===== src/rtl/flash_op_scheduler.sv =====
// flash_op_scheduler
//   Round-robin arbiter that shares the single NAND flash operation engine
//   among four requesters (0 data write, 1 info-page write, 2 log write,
//   3 erase). It grants one requester, waits for R/B, issues a one-cycle
//   start, then holds the grant until the engine finishes or the timeout
//   counter expires, and returns a per-requester done/fail pulse.
//
// Ports
//   clk          system clock, rising edge
//   rst          synchronous active-low reset
//   req[3:0]     level requests, held until req_done/req_fail of that index
//   flash_ready  NAND R/B (1 = device idle)
//   op_done      one-cycle completion pulse from the engine
//   op_fail      qualifies op_done, 1 = status fail
//   grant[3:0]   one-hot registered grant
//   op_sel[1:0]  index of granted requester
//   op_start     one-cycle start pulse to the engine
//   req_done     one-hot one-cycle success pulse
//   req_fail     one-hot one-cycle fail/timeout pulse
//   timeout      one-cycle timeout abort pulse
//   busy         scheduler not idle (registered view of state)
module flash_op_scheduler #(
    parameter int unsigned TIMEOUT_CYC = 1000000,
    parameter int unsigned CNT_W       = 24
) (
    input  logic       clk,
    input  logic       rst,
    input  logic [3:0] req,
    input  logic       flash_ready,
    input  logic       op_done,
    input  logic       op_fail,
    output logic [3:0] grant,
    output logic [1:0] op_sel,
    output logic       op_start,
    output logic [3:0] req_done,
    output logic [3:0] req_fail,
    output logic       timeout,
    output logic       busy
);

    typedef enum logic [2:0] {
        IDLE,
        ARB,
        WAIT_RDY,
        ISSUE,
        WAIT_DONE,
        RELEASE
    } state_t;

    localparam logic [CNT_W-1:0] TMO_LAST = CNT_W'(TIMEOUT_CYC - 1);

    state_t           state, state_n;
    logic [1:0]       ptr, ptr_n;
    logic [CNT_W-1:0] cnt, cnt_n;
    logic [3:0]       grant_n;
    logic [1:0]       op_sel_n;
    logic             op_start_n;
    logic [3:0]       req_done_n;
    logic [3:0]       req_fail_n;
    logic             timeout_n;
    logic             busy_n;

    logic             win_found;
    logic [1:0]       win_idx;
    logic [3:0]       sel_onehot;
    logic             cnt_hit;

    // Search from ptr+1 upward (mod 4) so the last winner has lowest priority.
    always_comb begin
        win_found = 1'b0;
        win_idx   = ptr;
        for (int unsigned i = 1; i <= 4; i++) begin
            if (!win_found && req[ptr + 2'(i)]) begin
                win_found = 1'b1;
                win_idx   = ptr + 2'(i);
            end
        end
    end

    assign sel_onehot = 4'b0001 << op_sel;
    // >= rather than == so a start issued right at the limit still aborts
    // on the first WAIT_DONE cycle instead of waiting forever.
    assign cnt_hit    = (cnt >= TMO_LAST);

    always_comb begin
        state_n    = state;
        ptr_n      = ptr;
        cnt_n      = cnt;
        grant_n    = grant;
        op_sel_n   = op_sel;
        op_start_n = 1'b0;
        req_done_n = '0;
        req_fail_n = '0;
        timeout_n  = 1'b0;
        busy_n     = (state != IDLE);

        case (state)
            IDLE: begin
                grant_n = '0;
                if (|req) begin
                    state_n = ARB;
                end
            end

            ARB: begin
                if (win_found) begin
                    grant_n  = 4'b0001 << win_idx;
                    op_sel_n = win_idx;
                    ptr_n    = win_idx;
                    cnt_n    = '0;
                    state_n  = WAIT_RDY;
                end else begin
                    state_n = IDLE;
                end
            end

            WAIT_RDY: begin
                cnt_n = cnt + 1'b1;
                if (!req[op_sel]) begin
                    state_n = RELEASE;
                end else if (flash_ready) begin
                    op_start_n = 1'b1;
                    state_n    = ISSUE;
                end else if (cnt_hit) begin
                    timeout_n  = 1'b1;
                    req_fail_n = sel_onehot;
                    state_n    = RELEASE;
                end
            end

            ISSUE: begin
                cnt_n   = cnt + 1'b1;
                state_n = WAIT_DONE;
            end

            WAIT_DONE: begin
                cnt_n = cnt + 1'b1;
                // Completion wins over a timeout landing on the same cycle.
                if (op_done) begin
                    if (op_fail) begin
                        req_fail_n = sel_onehot;
                    end else begin
                        req_done_n = sel_onehot;
                    end
                    state_n = RELEASE;
                end else if (cnt_hit) begin
                    timeout_n  = 1'b1;
                    req_fail_n = sel_onehot;
                    state_n    = RELEASE;
                end
            end

            RELEASE: begin
                grant_n = '0;
                state_n = IDLE;
            end

            default: begin
                grant_n = '0;
                state_n = IDLE;
            end
        endcase
    end

    always_ff @(posedge clk) begin
        if (!rst) begin
            state    <= IDLE;
            ptr      <= 2'd3;
            cnt      <= '0;
            grant    <= '0;
            op_sel   <= '0;
            op_start <= 1'b0;
            req_done <= '0;
            req_fail <= '0;
            timeout  <= 1'b0;
            busy     <= 1'b0;
        end else begin
            state    <= state_n;
            ptr      <= ptr_n;
            cnt      <= cnt_n;
            grant    <= grant_n;
            op_sel   <= op_sel_n;
            op_start <= op_start_n;
            req_done <= req_done_n;
            req_fail <= req_fail_n;
            timeout  <= timeout_n;
            busy     <= busy_n;
        end
    end

endmodule


===== config.mk =====
export PLATFORM = sky130hd
export DESIGN_NAME = flash_op_scheduler
export DESIGN_NICKNAME = d
export VERILOG_FILES = /design/src/rtl/flash_op_scheduler.sv
export SDC_FILE = /design/constraint.sdc
export NUM_CORES = 1
export LEC_CHECK = 0
export ABC_AREA = 1
export CORE_ASPECT_RATIO = 0.75
export CORE_MARGIN = 4
export CORE_UTILIZATION = 40
export DETAILED_ROUTE_END_ITERATION = 16
export GPL_TIMING_DRIVEN = 0
export MAX_ROUTING_LAYER = met4
export SYNTH_ARGS = -nofsm -noshare
export SYNTH_HDL_FRONTEND = slang
export SYNTH_SLANG_ARGS = --single-unit

===== constraint.sdc =====
create_clock -name clk -period 1.66 [get_ports clk]
set_input_delay 0.332 -clock clk [delete_from_list [all_inputs] [get_ports clk]]
set_output_delay 0.332 -clock clk [all_outputs]
set_load 0.02 [all_outputs]

After elaboration in Yosys (flattened, before gate mapping)
Index checks and enable logic that the tools add are counted.
Widths: inputs -> output; s select.

word-level totals
  register bits after elaboration = 46
  bits of input ports = 9
  output and inout bits = 17
  logic and storage cells = 89

cells by class
  add/subtract/negate cells = 4
  order comparisons = 6
  eq/ne operators = 6
  shift operators = 2
  muxes and demuxes = 41
  bitwise logic cells = 4
  reductions and logical operators = 16

operators by type and width
  kind                   count
  $pmux 24 s2            1
  $add 24x1->24 const B  1
  $ge 24x20->1 const B   1
  $mux 24                1
  $mux 4                 6
  $pmux 4 s2             2
  $lt 2x3->1 const B     5
  $mux 3                 5
  $pmux 3 s5             1
  $mux 1                 14
  $bmux 1 s2             5
  $mux 2                 5
  $reduce_or 4->1        2
  $shl 1x2->4 const A    2
  $eq 3x2->1 const B     2
  $reduce_and 2->1       3
  $add 2x2->2 const B    2
  $ne 2x2->1 const B     2
  $not 1->1              4
  $eq 3x1->1 const B     1
  $eq 3x3->1 const B     1
  $logic_and 1x1->1      3
  $logic_not 1->1        3
  $logic_not 3->1        1
  6 further kinds        6

Logic depth before layout (Yosys ltp)
Gate-level depths: netlist of the first run.

  depth after elaboration = 16
  gate-level depth with buffers = 14
  gate-level depth less buffers = 13

Worst setup path before layout of the first run
Ideal clock, no wire load.

  kind = reg2reg
  start = register cnt[0]
  end = register cnt[20]
  setup time = 0.113 ns
  arrival time = 1.404 ns
  data required time = 1.547 ns
  slack = 0.143 ns
  cell stages (with the launch flop) = 13
  buffers on the path = 0
  period minus slack after synthesis = 1.517 ns
  cell sequence = dfxtp_1 -> ha_1 -> nand2_2 -> nor2_4 -> inv_2 -> nor2_2 -> nand2_1 -> nor2_2 -> nand2_2 -> nor2_2 -> nand2_1 -> o21ai_1 -> nor2_1

between the ends
  word-level cells in the longest chain between the ends = 2

RTL lines
  item                      line           RTL
  start: declaration        54             logic [CNT_W-1:0] cnt, cnt_n;
  start signal: assignment  180            cnt <= cnt_n;
  $add 24x1->24             118, 132, 137
  $pmux 24 s2               97             case (state)

Every way passes these cells.
A chain may end at the register's enable or synchronous reset.

Worst setup path in the final report of the first run
Same ends and word-level chain as after synthesis.

==> flow_summary.toml, run 1 <==
[sta]
hold_violations = 0
min_period_ns = 1.63
worst_slew_pin_slew_ns = 0.640
clock.fmax_mhz = 614
min_period_over_period = 0.981
slew_headroom = 0.573
holdWs_ns = 0.375
rsz0062_at_grt = "yes"
setup_viol = 0
fin_skew_ns = 0.00648
slew_viol_final = 0
fin_tns_setup_ns = 0

[clocking]
clkLatencyLatePin_ns = 0.30
clock_sinks = 46
holdBufCountCts = 0
cts_buffers = 5
cts_tree = "yes"
ctsHtreeMaxLevel = 2
path_clk_slew_ns = 0.09
root_buffer = "clkbuf_8"
cts_buffer_depth = 2

[drt]
vias_per_cell = 5.04
ant_nets = 0
wl_per_cell_um = 13.0
drtPass1Iterations = 4
drc_errors = 0
via_count = 2441
drtIter0Drc = 143
routed_wl_um = 6300

[pwr]
cellPowerDensity_nw_per_um2 = 1400
power_mw = 4.54
leakagePower_nw = 1.28
ir_drop_mv = 0.687

[finish]
multi_input_area_um2 = 1550
layout.cells.non_filler = 484
final_common_cell = "nand2_1"
syn_to_final_growth_pct = 30.3
nets = 415
design_area_um2 = 3250
final_cell_mix = "nand2_1 (92), dfxtp_1 (39), nor2_1 (36)"
fillCellCount = 544
antenna-diode-count = 0
drive_gt1_frac = 0.251
regArea_um2 = 932

[floorplan]
dieArea_um2 = 7570
num_rows = 24
die_w_um = 99.2
boundaryPins = 26
core_um2 = 5920
start_util = 0.421
die_y_um = 76.4

[synth]
synth.distinct_cells = 41
syn_inst = 359
synth.yosys.seq_area_share = 0.369
synth_area_um2 = 2490
synth.avg_cell_area_um2 = 6.94
synthArstFlopShare = 0
ys_ff_latch = 46
yosys_warnings = 0
synth_flop_cell = "dfxtp_1"
synth_edf_count = 0
synth_nets = 369

[global_route]
gr-total-overflow = 0
grt_max_degree = 15
grt_pass1_vias = 2099
antenna_found_initial = 0
grt.total_usage = 0.166
grt_pass1_wl_um = 10100

[setup_path]
ff2ff_setup_slack_ns = 0.03
cp.arrival_ns = 1.83
worstPathMaxFanout = 3
worstPathRequired_ns = 1.86
critPathKind = "reg2reg"
worstSetupEndpointType = "register"
cp-start-kind = "register"

[placed_design]
dp_cells = 462
dpl_cell_area_um2 = 2840
gp_congestion = 0.894
port_buffers = 25
dp.final_hpwl_um = 4460

[flow_run]
maxCapViolCount = 0

[outcome]
status = "completed"

[worst_hold_path]
hold_class = "in2reg"
[logic make-up (layout without fill, tap and decap cells)]
| kind of cell | count (synthesis) | in the layout | synth area share |
|---|---|---|---|
| buffers and inverters | 47 | 94 | 0.0823 |
| and+or+nand+nor | 205 | 205 | 0.399 |
| DFF | 46 | 46 | 0.369 |
| adders and majority gates | 1 | 1 | 0.00502 |
| AOI/OAI and AO/OA | 60 | 60 | 0.144 |
[area by class of cell]
type                       count  area share
multi-input combinational    266       0.476
sequential                    46       0.287
timing repair buffer          39       0.115
inverter                      42      0.0512
tap                           78      0.0300
clock buffer                   6      0.0223
buffer                         5      0.0143
clock inverter                 2     0.00424
[per-layer routing]
layer  vias to the layer above  part of all wire  routed length, µm  GRT usage
met5                         -                 0                  0          -
met1                      1119              0.52               3260      0.256
met3                         4             0.047                294     0.0274
met2                        48              0.43               2690      0.223
li1                       1270                 -                  -          -
met4                         0            0.0084                 53     0.0368
[registers in the layout, indices dropped and copies added, names as in the netlist]
signal and flops:
req_fail 4, timeout 1, req_done 4, busy 1, ptr 2, cnt 24
op_sel 2, grant 4, state 3, op_start 1
[Yosys cell counts, drive strengths merged (2+ instances only)]
| master | count | area, µm² |
|---|---|---|
| a21oi | 28 | 163 |
| a2bb2oi | 2 | 17.5 |
| a31oi | 2 | 12.5 |
| buf | 5 | 42.5 |
| dfxtp | 46 | 921 |
| inv | 42 | 163 |
| nand2 | 110 | 443 |
| nand3 | 22 | 143 |
| nand4 | 6 | 52.6 |
| nor2 | 48 | 223 |
| nor3 | 12 | 75.1 |
| nor3b | 3 | 27.5 |
| nor4 | 2 | 18.8 |
| o211ai | 2 | 15.0 |
| o21a | 2 | 15.0 |
| o21ai | 20 | 100 |
[per-stage QoR]
stage                util  worst slack [ns]
global placement    0.480            -0.475
CTS                 0.504            0.0110
finish              0.549            0.0311
detailed placement  0.480            -0.479
floorplan               -             0.143
global route        0.549           -0.0551
[power by group]
| group | total, mW | switching (mW) | internal (mW) |
|---|---|---|---|
| Combinational | 2.46 | 1.56 | 0.903 |
| Clock | 0.683 | 0.385 | 0.298 |
| Sequential | 1.39 | 0.138 | 1.26 |
| Total | 4.54 | 2.08 | 2.46 |
[timing repair]
| item | CTS | global route |
|---|---|---|
| gates resized for setup | 10 | 50 |
| gates cloned | 0 | 1 |
| setup endpoints to repair | 24 | 35 |
| setup buffers | 5 | 8 |
| pin swaps | 4 | 14 |
[final timing paths]
| check | start | endpoint | cells after the start |
|---|---|---|---|
| max | cnt[0] | cnt[20] | 12 |
| min | rst | ptr[1] | 2 |
| max reg2reg | cnt[0] | cnt[20] | 12 |
| min reg2reg | grant[3] | grant[3] | 2 |
[critical path, stage by stage, from the launching register on]
cell	delay (ns)
dfxtp_4	0.37
ha_4	0.15
nand2_4	0.06
nor2_4	0.14
inv_2	0.06
nor2_4	0.10
nand2_2	0.07
nor2_4	0.11
nand2_2	0.09
nor2_2	0.12
nand2_1	0.07
o21ai_1	0.15
nor2_1	0.05
Note: power is estimated with default switching activity, not from simulation.
==> run 2: changes to the inputs <==
- CAP_MARGIN: not set -> 10
- CORE_MARGIN: 4 -> 2
==> flow_summary.toml, run 2 (synthesis results as in run 1) <==
[finish]
nets = 409
design_area_um2 = 3130
final_cell_mix = "nand2_1 (95), dfxtp_1 (39), nor2_1 (35)"
drive_gt1_frac = 0.228
final_common_cell = "nand2_1"
antenna-diode-count = 0
syn_to_final_growth_pct = 25.5
largest_register = "cnt"
largest_register_ffs = 24
postLayoutCoreUtil = 0.529

[drt]
wl_per_cell_um = 12.4
routed_wl_um = 5920
vias_per_cell = 4.92
ant_nets = 0
drtIter0Drc = 132
drtPass1Iterations = 4
via_count = 2354
drc_errors = 0

[sta]
clock.fmax_mhz = 618
min_period_ns = 1.62
hold_violations = 0
slew_viol_final = 0
setup_viol = 0
min_period_over_period = 0.975
holdWs_ns = 0.387
fin_skew_ns = 0.0115
fin_tns_setup_ns = 0
rsz0062_at_grt = "yes"
slew_headroom = 0.616
worst_slew_pin_slew_ns = 0.576

[floorplan]
num_rows = 24
boundaryPins = 26
core_um2 = 5920
die_y_um = 72.4
start_util = 0.421
dieArea_um2 = 6890
die_w_um = 95.2

[pwr]
power_mw = 4.32
cellPowerDensity_nw_per_um2 = 1380
leakagePower_nw = 1.23
ir_drop_mv = 0.535

[clocking]
root_buffer = "clkbuf_8"
cts_tree = "yes"
cts_buffer_depth = 2
path_clk_slew_ns = 0.10
cts_buffers = 5
ctsHtreeMaxLevel = 2
clock_sinks = 46
holdBufCountCts = 0
clkLatencyLatePin_ns = 0.30

[global_route]
grt_pass1_vias = 2026
antenna_found_initial = 0
gr-total-overflow = 0
grt.total_usage = 0.186
grt_pass1_wl_um = 9770
grt_max_degree = 15

[setup_path]
cp-start-kind = "register"
worstSetupEndpointType = "register"
worstPathRequired_ns = 1.87
critPathLaunch = "cnt[0]"
r2r-start = "cnt[0]"
cp.arrival_ns = 1.83
critPathKind = "reg2reg"
worstPathMaxFanout = 3

[placed_design]
port_buffers = 25
dp.final_hpwl_um = 4440
dpl_cell_area_um2 = 2840
gp_congestion = 0.869

[outcome]
status = "completed"

[flow_run]
maxCapViolCount = 0

[worst_hold_path]
hp-start = "rst"
hold_class = "in2reg"
==> run 2: cell types whose count changed in the layout (fill, tap and decap cells not counted), sizes merged <==
cell           delta
buf               -6
clkdlybuf4s50     +1
clkinv            -1
clkinvlp          +1
dlygate4sd2       -2
dlymetal6s2s      +1
==> run 2: final timing paths <==
path / slack, ns / endpoint / cells after the start
setup / recovery: 0.04 / cnt[20] / 12
hold reg to reg: 0.47 / grant[3] / 2
hold / removal: 0.39 / ptr[0] / 2
setup reg to reg: 0.04 / cnt[20] / 12
==> run 2: metrics by stage <==
step                      setup slack [ns]  std cells
after floorplan                      0.143        359
after global placement              -0.461        462
after detailed placement            -0.469        462
after CTS                          0.00343        476
after global routing               -0.0658        478
final                               0.0417        478
==> run 2: where the power goes <==
| part | internal (mW) | switching, mW |
|---|---|---|
| Sequential | 1.26 | 0.136 |
| Clock | 0.335 | 0.398 |
| Combinational | 0.784 | 1.41 |
==> run 2: layer usage <==
| metal | part of all wire | wire length, µm | GRT usage |
|---|---|---|---|
| met5 | 0 | 0 | - |
| met4 | 0.0089 | 53 | 0.0435 |
| met3 | 0.039 | 232 | 0.0322 |
| met2 | 0.40 | 2380 | 0.243 |
| met1 | 0.55 | 3260 | 0.290 |
==> run 2: layout make-up <==
type / instances / area [µm²]
buffer: 5 / 42.5
clock buffer: 6 / 82.6
clock inverter: 2 / 12.5
fill: 583 / 2790
inverter: 42 / 166
multi-input combinational: 266 / 1470
sequential: 46 / 935
tap: 78 / 97.6
timing repair buffer: 33 / 317
==> run 2: what timing repair did <==
item / CTS / global route
buffers inserted: 6 / 1
gates cloned: 0 / 1
gates resized for setup: 12 / 32
pin swaps: 7 / 7
endpoints found under the setup margin: 21 / 42
==> run 2: worst max-delay path, stage by stage (launching register included) <==
cell     delay [ns]
dfxtp_4        0.37
ha_4           0.13
nand2_2        0.08
nor2_4         0.11
inv_2          0.06
nor2_4         0.08
nand2_1        0.07
nor2_2         0.14
nand2_2        0.10
nor2_4         0.12
nand2_1        0.08
o21ai_1        0.14
nor2_1         0.05
